`src/rtl/addsub_pkg.sv`:
```
// Shared constants for the pipelined adder/subtractor: flag bit positions and op encodings.
package addsub_pkg;

    localparam int unsigned FLAG_N = 3;
    localparam int unsigned FLAG_Z = 2;
    localparam int unsigned FLAG_C = 1;
    localparam int unsigned FLAG_V = 0;

    localparam logic OP_ADD = 1'b0;
    localparam logic OP_SUB = 1'b1;

    typedef logic [3:0] flags_t;

endpackage

```
`src/rtl/addsub_pipe_if.sv`:
```
// Issue/result handshake bundle between operand-issue logic, addsub_pipe and the result mux.
interface addsub_pipe_if
    import addsub_pkg::*;
#(
    parameter int unsigned WIDTH = 32,
    parameter int unsigned TAG_W = 4
);

    logic             in_valid;
    logic             in_ready;
    logic             in_sub;
    logic [WIDTH-1:0] in_a;
    logic [WIDTH-1:0] in_b;
    logic [TAG_W-1:0] in_tag;
    logic             out_valid;
    logic             out_ready;
    logic [WIDTH-1:0] out_res;
    flags_t           out_flags;
    logic [TAG_W-1:0] out_tag;

    modport master (
        output in_valid, in_sub, in_a, in_b, in_tag, out_ready,
        input  in_ready, out_valid, out_res, out_flags, out_tag
    );

    modport slave (
        input  in_valid, in_sub, in_a, in_b, in_tag, out_ready,
        output in_ready, out_valid, out_res, out_flags, out_tag
    );

endinterface

```
`src/rtl/addsub_slice.sv`:
```
// One CHUNK-bit slice of the carry chain; also exposes the carry into its top bit for overflow.
module addsub_slice #(
    parameter int unsigned CHUNK = 8
) (
    input  logic [CHUNK-1:0] a,
    input  logic [CHUNK-1:0] b,
    input  logic             cin,
    output logic [CHUNK-1:0] sum,
    output logic             cout,
    output logic             c_msb_in
);

    logic [CHUNK:0] total;

    assign total    = {1'b0, a} + {1'b0, b} + {{CHUNK{1'b0}}, cin};
    assign sum      = total[CHUNK-1:0];
    assign cout     = total[CHUNK];
    // Carry into the top bit is recovered from the sum bit itself.
    assign c_msb_in = a[CHUNK-1] ^ b[CHUNK-1] ^ sum[CHUNK-1];

endmodule

```
`src/rtl/addsub_pipe.sv`:
```
// Pipelined add/sub: STAGES registered carry-chain slices with a global stall and NZCV flags.
module addsub_pipe
    import addsub_pkg::*;
#(
    parameter int unsigned WIDTH  = 32,
    parameter int unsigned STAGES = 4,
    parameter int unsigned TAG_W  = 4
) (
    input  logic         clk,
    input  logic         rst_n,
    addsub_pipe_if.slave bus
);

    localparam int unsigned CHUNK = WIDTH / STAGES;
    localparam int unsigned LAST  = STAGES - 1;

    logic [WIDTH-1:0] a_q     [STAGES];
    logic [WIDTH-1:0] a_d     [STAGES];
    logic [WIDTH-1:0] b_q     [STAGES];
    logic [WIDTH-1:0] b_d     [STAGES];
    logic [WIDTH-1:0] res_q   [STAGES];
    logic [WIDTH-1:0] res_d   [STAGES];
    logic             carry_q [STAGES];
    logic             carry_d [STAGES];
    logic             valid_q [STAGES];
    logic             valid_d [STAGES];
    logic             sub_q   [STAGES];
    logic             sub_d   [STAGES];
    logic [TAG_W-1:0] tag_q   [STAGES];
    logic [TAG_W-1:0] tag_d   [STAGES];
    logic [STAGES-1:0] cmsb_w;
    flags_t           flags_d;
    flags_t           flags_q;
    logic             advance;
    logic             unused_tail;

    assign advance      = !valid_q[LAST] || bus.out_ready;
    assign bus.in_ready = advance;

    for (genvar k = 0; k < STAGES; k++) begin : g_stage
        logic [WIDTH-1:0] pa;
        logic [WIDTH-1:0] pb;
        logic [WIDTH-1:0] pres;
        logic             pcin;
        logic             psub;
        logic             pv;
        logic [TAG_W-1:0] ptag;
        logic [CHUNK-1:0] sum;
        logic             cout;

        if (k == 0) begin : g_head
            assign pa   = bus.in_a;
            assign pb   = (bus.in_sub == OP_SUB) ? ~bus.in_b : bus.in_b;
            assign pres = '0;
            assign pcin = bus.in_sub;
            assign psub = bus.in_sub;
            assign pv   = bus.in_valid;
            assign ptag = bus.in_tag;
        end else begin : g_body
            assign pa   = a_q[k-1];
            assign pb   = b_q[k-1];
            assign pres = res_q[k-1];
            assign pcin = carry_q[k-1];
            assign psub = sub_q[k-1];
            assign pv   = valid_q[k-1];
            assign ptag = tag_q[k-1];
        end

        addsub_slice #(.CHUNK(CHUNK)) u_slice (
            .a        (pa[k*CHUNK +: CHUNK]),
            .b        (pb[k*CHUNK +: CHUNK]),
            .cin      (pcin),
            .sum      (sum),
            .cout     (cout),
            .c_msb_in (cmsb_w[k])
        );

        // Splice this slice's sum into its chunk; lower finished bits pass through untouched.
        assign res_d[k]   = (pres & ~(WIDTH'({CHUNK{1'b1}}) << (k*CHUNK)))
                          | (WIDTH'(sum) << (k*CHUNK));
        assign a_d[k]     = pa;
        assign b_d[k]     = pb;
        assign carry_d[k] = cout;
        assign sub_d[k]   = psub;
        assign valid_d[k] = pv;
        assign tag_d[k]   = ptag;
    end

    always_comb begin
        flags_d         = '0;
        flags_d[FLAG_N] = res_d[LAST][WIDTH-1];
        flags_d[FLAG_Z] = (res_d[LAST] == '0);
        flags_d[FLAG_C] = carry_d[LAST] ^ sub_d[LAST];
        flags_d[FLAG_V] = cmsb_w[LAST] ^ carry_d[LAST];
    end

    always_ff @(posedge clk or negedge rst_n) begin
        if (!rst_n) begin
            for (int unsigned s = 0; s < STAGES; s++) begin
                a_q[s]     <= '0;
                b_q[s]     <= '0;
                res_q[s]   <= '0;
                carry_q[s] <= 1'b0;
                valid_q[s] <= 1'b0;
                sub_q[s]   <= 1'b0;
                tag_q[s]   <= '0;
            end
            flags_q <= '0;
        end else if (advance) begin
            for (int unsigned s = 0; s < STAGES; s++) begin
                a_q[s]     <= a_d[s];
                b_q[s]     <= b_d[s];
                res_q[s]   <= res_d[s];
                carry_q[s] <= carry_d[s];
                valid_q[s] <= valid_d[s];
                sub_q[s]   <= sub_d[s];
                tag_q[s]   <= tag_d[s];
            end
            flags_q <= flags_d;
        end
    end

    assign bus.out_valid = valid_q[LAST];
    assign bus.out_res   = res_q[LAST];
    assign bus.out_flags = flags_q;
    assign bus.out_tag   = tag_q[LAST];

    // Final-stage operand/carry registers and lower slices' c_msb_in have no consumer.
    assign unused_tail = ^{cmsb_w, carry_q[LAST], sub_q[LAST], a_q[LAST], b_q[LAST]};

endmodule

```
`src/flat_wrapper.sv`:
```
// flat-port wrapper written by rule: the top's interface ports become plain ports
module addsub_pipe_flat import addsub_pkg::*;
#(
    parameter int unsigned WIDTH  = 32,
    parameter int unsigned STAGES = 4,
    parameter int unsigned TAG_W  = 4
)
  (clk, rst_n, bus_in_valid, bus_in_sub, bus_in_a, bus_in_b, bus_in_tag, bus_out_ready, bus_in_ready, bus_out_valid, bus_out_res, bus_out_flags, bus_out_tag);
  addsub_pipe_if #(.WIDTH(WIDTH), .TAG_W(TAG_W)) bus_i ();
  input  logic clk;
  input  logic rst_n;
  input wire logic [$bits(bus_i.in_valid)-1:0] bus_in_valid;
  input wire logic [$bits(bus_i.in_sub)-1:0] bus_in_sub;
  input wire logic [$bits(bus_i.in_a)-1:0] bus_in_a;
  input wire logic [$bits(bus_i.in_b)-1:0] bus_in_b;
  input wire logic [$bits(bus_i.in_tag)-1:0] bus_in_tag;
  input wire logic [$bits(bus_i.out_ready)-1:0] bus_out_ready;
  output wire logic [$bits(bus_i.in_ready)-1:0] bus_in_ready;
  output wire logic [$bits(bus_i.out_valid)-1:0] bus_out_valid;
  output wire logic [$bits(bus_i.out_res)-1:0] bus_out_res;
  output wire logic [$bits(bus_i.out_flags)-1:0] bus_out_flags;
  output wire logic [$bits(bus_i.out_tag)-1:0] bus_out_tag;
  assign bus_i.in_valid = bus_in_valid;
  assign bus_i.in_sub = bus_in_sub;
  assign bus_i.in_a = bus_in_a;
  assign bus_i.in_b = bus_in_b;
  assign bus_i.in_tag = bus_in_tag;
  assign bus_i.out_ready = bus_out_ready;
  assign bus_in_ready = bus_i.in_ready;
  assign bus_out_valid = bus_i.out_valid;
  assign bus_out_res = bus_i.out_res;
  assign bus_out_flags = bus_i.out_flags;
  assign bus_out_tag = bus_i.out_tag;
  addsub_pipe #(.WIDTH(WIDTH), .STAGES(STAGES), .TAG_W(TAG_W)) u_core (.clk(clk), .rst_n(rst_n), .bus(bus_i));
endmodule
```
`config.mk`:
```
export PLATFORM = sky130hd
export DESIGN_NAME = addsub_pipe_flat
export DESIGN_NICKNAME = d
export VERILOG_FILES = /design/src/rtl/addsub_pkg.sv /design/src/rtl/addsub_pipe_if.sv /design/src/rtl/addsub_slice.sv /design/src/rtl/addsub_pipe.sv /design/src/flat_wrapper.sv
export SDC_FILE = /design/constraint.sdc
export NUM_CORES = 1
export LEC_CHECK = 0
export CAP_MARGIN = 5
export CORE_ASPECT_RATIO = 0.8
export CORE_MARGIN = 1
export CORE_UTILIZATION = 40
export CTS_CLUSTER_SIZE = 24
export DETAILED_ROUTE_END_ITERATION = 8
export GPL_TIMING_DRIVEN = 0
export PLACE_DENSITY_LB_ADDON = 0.1
export SLEW_MARGIN = 20
export SYNTH_ARGS = -nofsm -noshare
export SYNTH_HDL_FRONTEND = slang
export SYNTH_SLANG_ARGS = --single-unit
```
`constraint.sdc`:
```
create_clock -name clk -period 5.5 [get_ports clk]
set_input_delay 1.1 -clock clk [delete_from_list [all_inputs] [get_ports clk]]
set_output_delay 1.1 -clock clk [all_outputs]
set_load 0.01 [all_outputs]
```
* Word level (Yosys, flattened, before mapping)
Cells that the tools add are included.
Widths: inputs -> output; s select.
** Storage, ports and cells
- Bits in registers :: 302
- Input port bits :: 73
- Output and inout bits :: 42
- Word-level logic and storage cells :: 45
** Operators by class
- Add/sub/neg operators :: 8
- Muxes and demuxes :: 1
- Bitwise gates (word level) :: 8
- Reduce and logical (&&, ||, !) cells :: 3
** Operators with widths (count)
- $add 8x8->9 :: 4
- $add 9x1->9 :: 4
- $logic_not 32->1 :: 1
- $mux 32 :: 1
- $not 32->32 :: 1
- $or 24x32->32 :: 1
- $or 16x24->24 :: 1
- $or 8x16->16 :: 1
- $xor 1x1->1 :: 4
- $logic_not 1->1 :: 1
- $logic_or 1x1->1 :: 1

* Longest topological paths before layout
- Depth in word-level cells :: 4
- Mapped depth :: 10
- Gate-level depth less buffers :: 10

* Modules after synthesis
Synthesis repeated with hierarchy kept, for this count alone.
** Unflattened totals
- Cell total of the unflattened synthesis :: 1057
- Area total of the unflattened synthesis :: 9521.6 um^2
** By module, submodules not included
- addsub_pipe :: times used 1, cells an instance 887, area each 8102.8 um^2, sequential area each 5129.9 um^2
- addsub_slice at u_core.g_stage[0].u_slice ... :: times used 3, cells an instance 43, area each 364.1 um^2, sequential area each 0.0 um^2
- addsub_slice at u_core.g_stage[3].u_slice :: times used 1, cells an instance 41, area each 326.6 um^2, sequential area each 0.0 um^2

* Least setup slack after synthesis
OpenSTA, ideal clock, no wires.
- Path type :: in2out
- Start :: input bus_out_ready
- End :: output bus_in_ready
- Arrival :: 1940 ps
- Path slack :: 2460 ps
- Stages on the path :: 5
- Path buffers :: 3
- Cell sequence :: nor2b_1 buf_2 inv_1 clkbuf_1 clkbuf_1
** On the way
- Cells in the longest elaborated chain, start to end :: 1
** RTL lines
- start, declared :: line flat_wrapper.sv:17 : input wire logic [$bits(bus_i.out_ready)-1:0] bus_out_ready;
- $logic_or 1x1->1 :: line addsub_pipe.sv:37 : assign advance = !valid_q[LAST] || bus.out_ready;
- end, declared :: line flat_wrapper.sv:18 : output wire logic [$bits(bus_i.in_ready)-1:0] bus_in_ready;
No other way between the ends.

* Worst setup path in the final report
Ends and elaborated chain as after synthesis.

==> impl_metrics.csv <==
group,metric,value,unit
clock_network,cts_tree,"yes",
cells_and_area,ff_latch_area,0.00513,sq mm
clock_network,cts.sink_count,205,
route,wire_per_inst,15.5,um
sta,whs,0.461,ns
synthesis,synthTopCellsByArea,"dfrtp_1 56%, nand2_1 20%, ha_1 3.8%",
critical_path,worst_ep_arrival_time,3.65,ns
placement,place.detailed.hpwl,16700,um
sta,maxClockFrequency,211,MHz
critical_path,timing.reg2reg.setup_slack,3.16,ns
route,viasPerCell,4.73,
cells_and_area,layout.cells.most_common_list,"477 x nand2_1, 205 x dfrtp_1, 112 x clkdlybuf4s50_1, 50 x o21ai_0, 44 x clkbuf_1",
critical_path,timing_worst_setup_path_type,"in2out",
clock_network,cts_hold_buf,0,
synthesis,syn_inst,1010,
critical_path,worstSetupPathDepth,7,
critical_path,r2r.worst_path.cells,10,
power_and_ir_drop,sw_frac_of_total,0.371,
cells_and_area,share_of_final_layout_standard_cells_stronger_than_drive_strength_1,0.0413,
cells_and_area,fin_area,0.0114,sq mm
power_and_ir_drop,cellInternalPower,4.08,mW
critical_path,crit_slowest_cell,"clkdlybuf4s50_1",
clock_network,clock-root-buffer,"clkbuf_16",
critical_path,crit_path_end_kind,"output pin",
cells_and_area,area_of_the_multi_input_gates,0.00372,sq mm
grt,first_global_vias,6839,
synthesis,edff_count_synth,0,
synthesis,synth.ff_latch_count,205,
cells_and_area,layout.cells.most_common,"nand2_1",
sta,max_slew_violation_count,0,
synthesis,netlist-cell-type-count,42,
grt,globalRouteOverflowTotal,0,
grt,grt_antenna_before_repair,0,
synthesis,mean_instance_size_in_the_synthesized_netlist,9.04,sq um
critical_path,worstPathCellList,"clkdlybuf4s50_1 > nor2b_1 > buf_2 > inv_1 > clkbuf_1 > clkbuf_1 > clkdlybuf4s50_1",
clock_network,htree_levels,1,
synthesis,synth-warning-count,0,
power_and_ir_drop,vdd.ir_drop.worst,0.000231,V
clock_network,postCtsResizedCells,0,
cells_and_area,postLayoutCoreUtil,0.507,
synthesis,synth_largest_type_area_fraction,0.562,
floorplanning,die_width,171,um
floorplanning,ioPinCount,115,
sta,setup_total_negative_slack,0,ns
synthesis,synth.yosys.seq_area_share,0.562,
power_and_ir_drop,share_comb_of_total_power,0.379,
power_and_ir_drop,static-leakage-power,5.50,nW
floorplanning,floorplan.initialDensity,0.407,
route,antenna_violating_nets_post_route,0,
placement,buffer_ports.inserted,113,
power_and_ir_drop,power.share.clock,0.216,
placement,preCtsSetupSlack,0.680,ns
run_status,run_status,"finished clean",
route,route.detailed.drc,0,
critical_path,critical_path_buf_inv_count,6,
cells_and_area,syn_to_final_growth,24.6,%
cells_and_area,filler_cell_count,2205,
sta,finalCriticalPeriod,4.75,ns
grt,grt_first_pass_wirelength,37100,um
critical_path,worst-path-max-fanout,10,
power_and_ir_drop,p_switching,2.41,mW
power_and_ir_drop,power_density_over_cell_area,570,mW/mm^2
synthesis,syn_nets,1118,
clock_network,cts_setup_buffers,0,
synthesis,postSynth.asyncResetShare,1.00,
critical_path,timing.critical_path.max_delay_family,"buffers and inverters",
sta,slew-limit-headroom,0.498,
power_and_ir_drop,seq_power_share,0.405,
clock_network,clk-insertion-delay-late,0.51,ns
synthesis,synth_area,0.00913,sq mm
critical_path,worst_ep_required_time,4.40,ns
critical_path,start_kind,"input port",
floorplanning,design.die.area,0.0234,sq mm
grt,grt_max_degree,98,
route,number_of_vias_in_the_routed_layout,6944,
route,detailedRoute.firstPassIterationCount,5,
sta,setup_violations,0,
placement,place.detailed.instances,1431,
floorplanning,fp-row-count,49,
clock_network,numCtsBuffers,21,
sta,grt_setup_unrepaired,"no",
cells_and_area,instances_no_fill,1468,
floorplanning,core_area,0.0224,sq mm
run,max-cap-violations,0,
grt,overall_track_demand_over_capacity_in_global_routing,0.207,
sta,worst_skew,0.0152,ns
floorplanning,chipHeight,137,um
worst_hold_path,worst_hold_path_type,"reg2reg",
route,drtIter0Drc,435,
synthesis,dominantRegCellSynth,"dfrtp_1",
critical_path,critical-path-max-stage-delay,0.68,ns
worst_hold_path,hold_depth,2,
cells_and_area,antenna_cell_count,0,
clock_network,clk_pin_slew_worst_paths,0.06,ns
placement,placement_stage_cell_area,0.0107,sq mm
sta,timing.final.crit_share,0.864,
route,route.final.wire_length,22700,um
cells_and_area,design.final.nets,1256,
clock_network,cts_buffer_depth,3,
sta,finalHoldViolations,0,
sta,slew_at_the_pin_closest_to_its_max_slew_limit,0.753,ns
power_and_ir_drop,post-layout-total-power,6.49,mW
sta,worst_slack,0.750,ns
placement,finalWeightedCongestion,0.824,
synthesis,yosysTopAreaCell,"dfrtp_1",
power by group through the flow:
stage	registers [mW]	clock network, mW	logic, mW
2_1_floorplan	2.56	0	1.57
3_3_place_gp	2.65	0	2.44
3_5_place_dp	2.65	0	2.48
4_1_cts	2.63	1.44	2.49
5_1_grt	2.71	1.50	2.81
6_report	2.63	1.40	2.46
cells in the mapped netlist (7+ instances only):
cell type  number
ha_1           28
dfrtp_1       205
nor2_1         27
o21a_1          7
xor2_1         13
fa_1            7
o21ai_0        50
a21oi_1        16
nor3_1         10
nand2_1       477
inv_1          21
clkbuf_1       38
xnor2_1        35
o31ai_1        10
kinds of logic (layout without fill, tap and decap cells):
kind of cell             count (synthesis)  after routing  share of synthesized area
adder cells (fa/ha/maj)                 35             35                     0.0537
buffers and inverters                   71            223                     0.0311
AND/OR/NAND/NOR                        536            536                      0.229
multiplexers                             2              2                    0.00247
flip-flops                             205            205                      0.562
XOR/XNOR                                48             48                     0.0460
AO/OA/AOI/OAI                          113            113                     0.0763
layout make-up:
| cell class | instances | share of cell area |
|---|---|---|
| tap | 306 | 0.0336 |
| buffer | 50 | 0.0180 |
| clock buffer | 32 | 0.0542 |
| multi-input combinational | 734 | 0.327 |
| sequential | 205 | 0.451 |
| timing repair buffer | 115 | 0.105 |
| clock inverter | 5 | 0.00473 |
| inverter | 21 | 0.00693 |
registers in the layout (all words and copies together), names as in the netlist:
| register | count |
|---|---|
| u_core.bus.out_flags | 3 |
| u_core.bus.out_res | 32 |
| u_core.bus.out_tag | 4 |
| u_core.bus.out_valid | 1 |
| u_core.g_stage.pa | 48 |
| u_core.g_stage.pb | 48 |
| u_core.g_stage.pcin | 3 |
| u_core.g_stage.pres | 48 |
| u_core.g_stage.psub | 3 |
| u_core.g_stage.ptag | 12 |
| u_core.g_stage.pv | 3 |
layer usage:
metal	GRT usage	wire (um)
met1	0.319	11700
met2	0.308	9570
met3	0.0295	981
met4	0.0427	382
met5	0	0
final timing paths:
path / from / endpoint
setup / recovery: bus_out_ready / bus_in_ready
hold / removal: u_core.bus.out_tag[0] / u_core.bus.out_tag[0]
setup reg to reg: u_core.g_stage[2].pcin / u_core.g_stage[3].pcin
hold reg to reg: u_core.bus.out_tag[0] / u_core.bus.out_tag[0]
max in group asynchronous: rst_n / u_core.g_stage[1].pa[20]
min in group asynchronous: rst_n / u_core.g_stage[2].ptag[3]
worst min-delay path: stages, from the launching register on:
cell,delay (ns)
dfrtp_1,0.34
nand2_1,0.05
nand2_1,0.04
(Power assumes the default switching activity.)
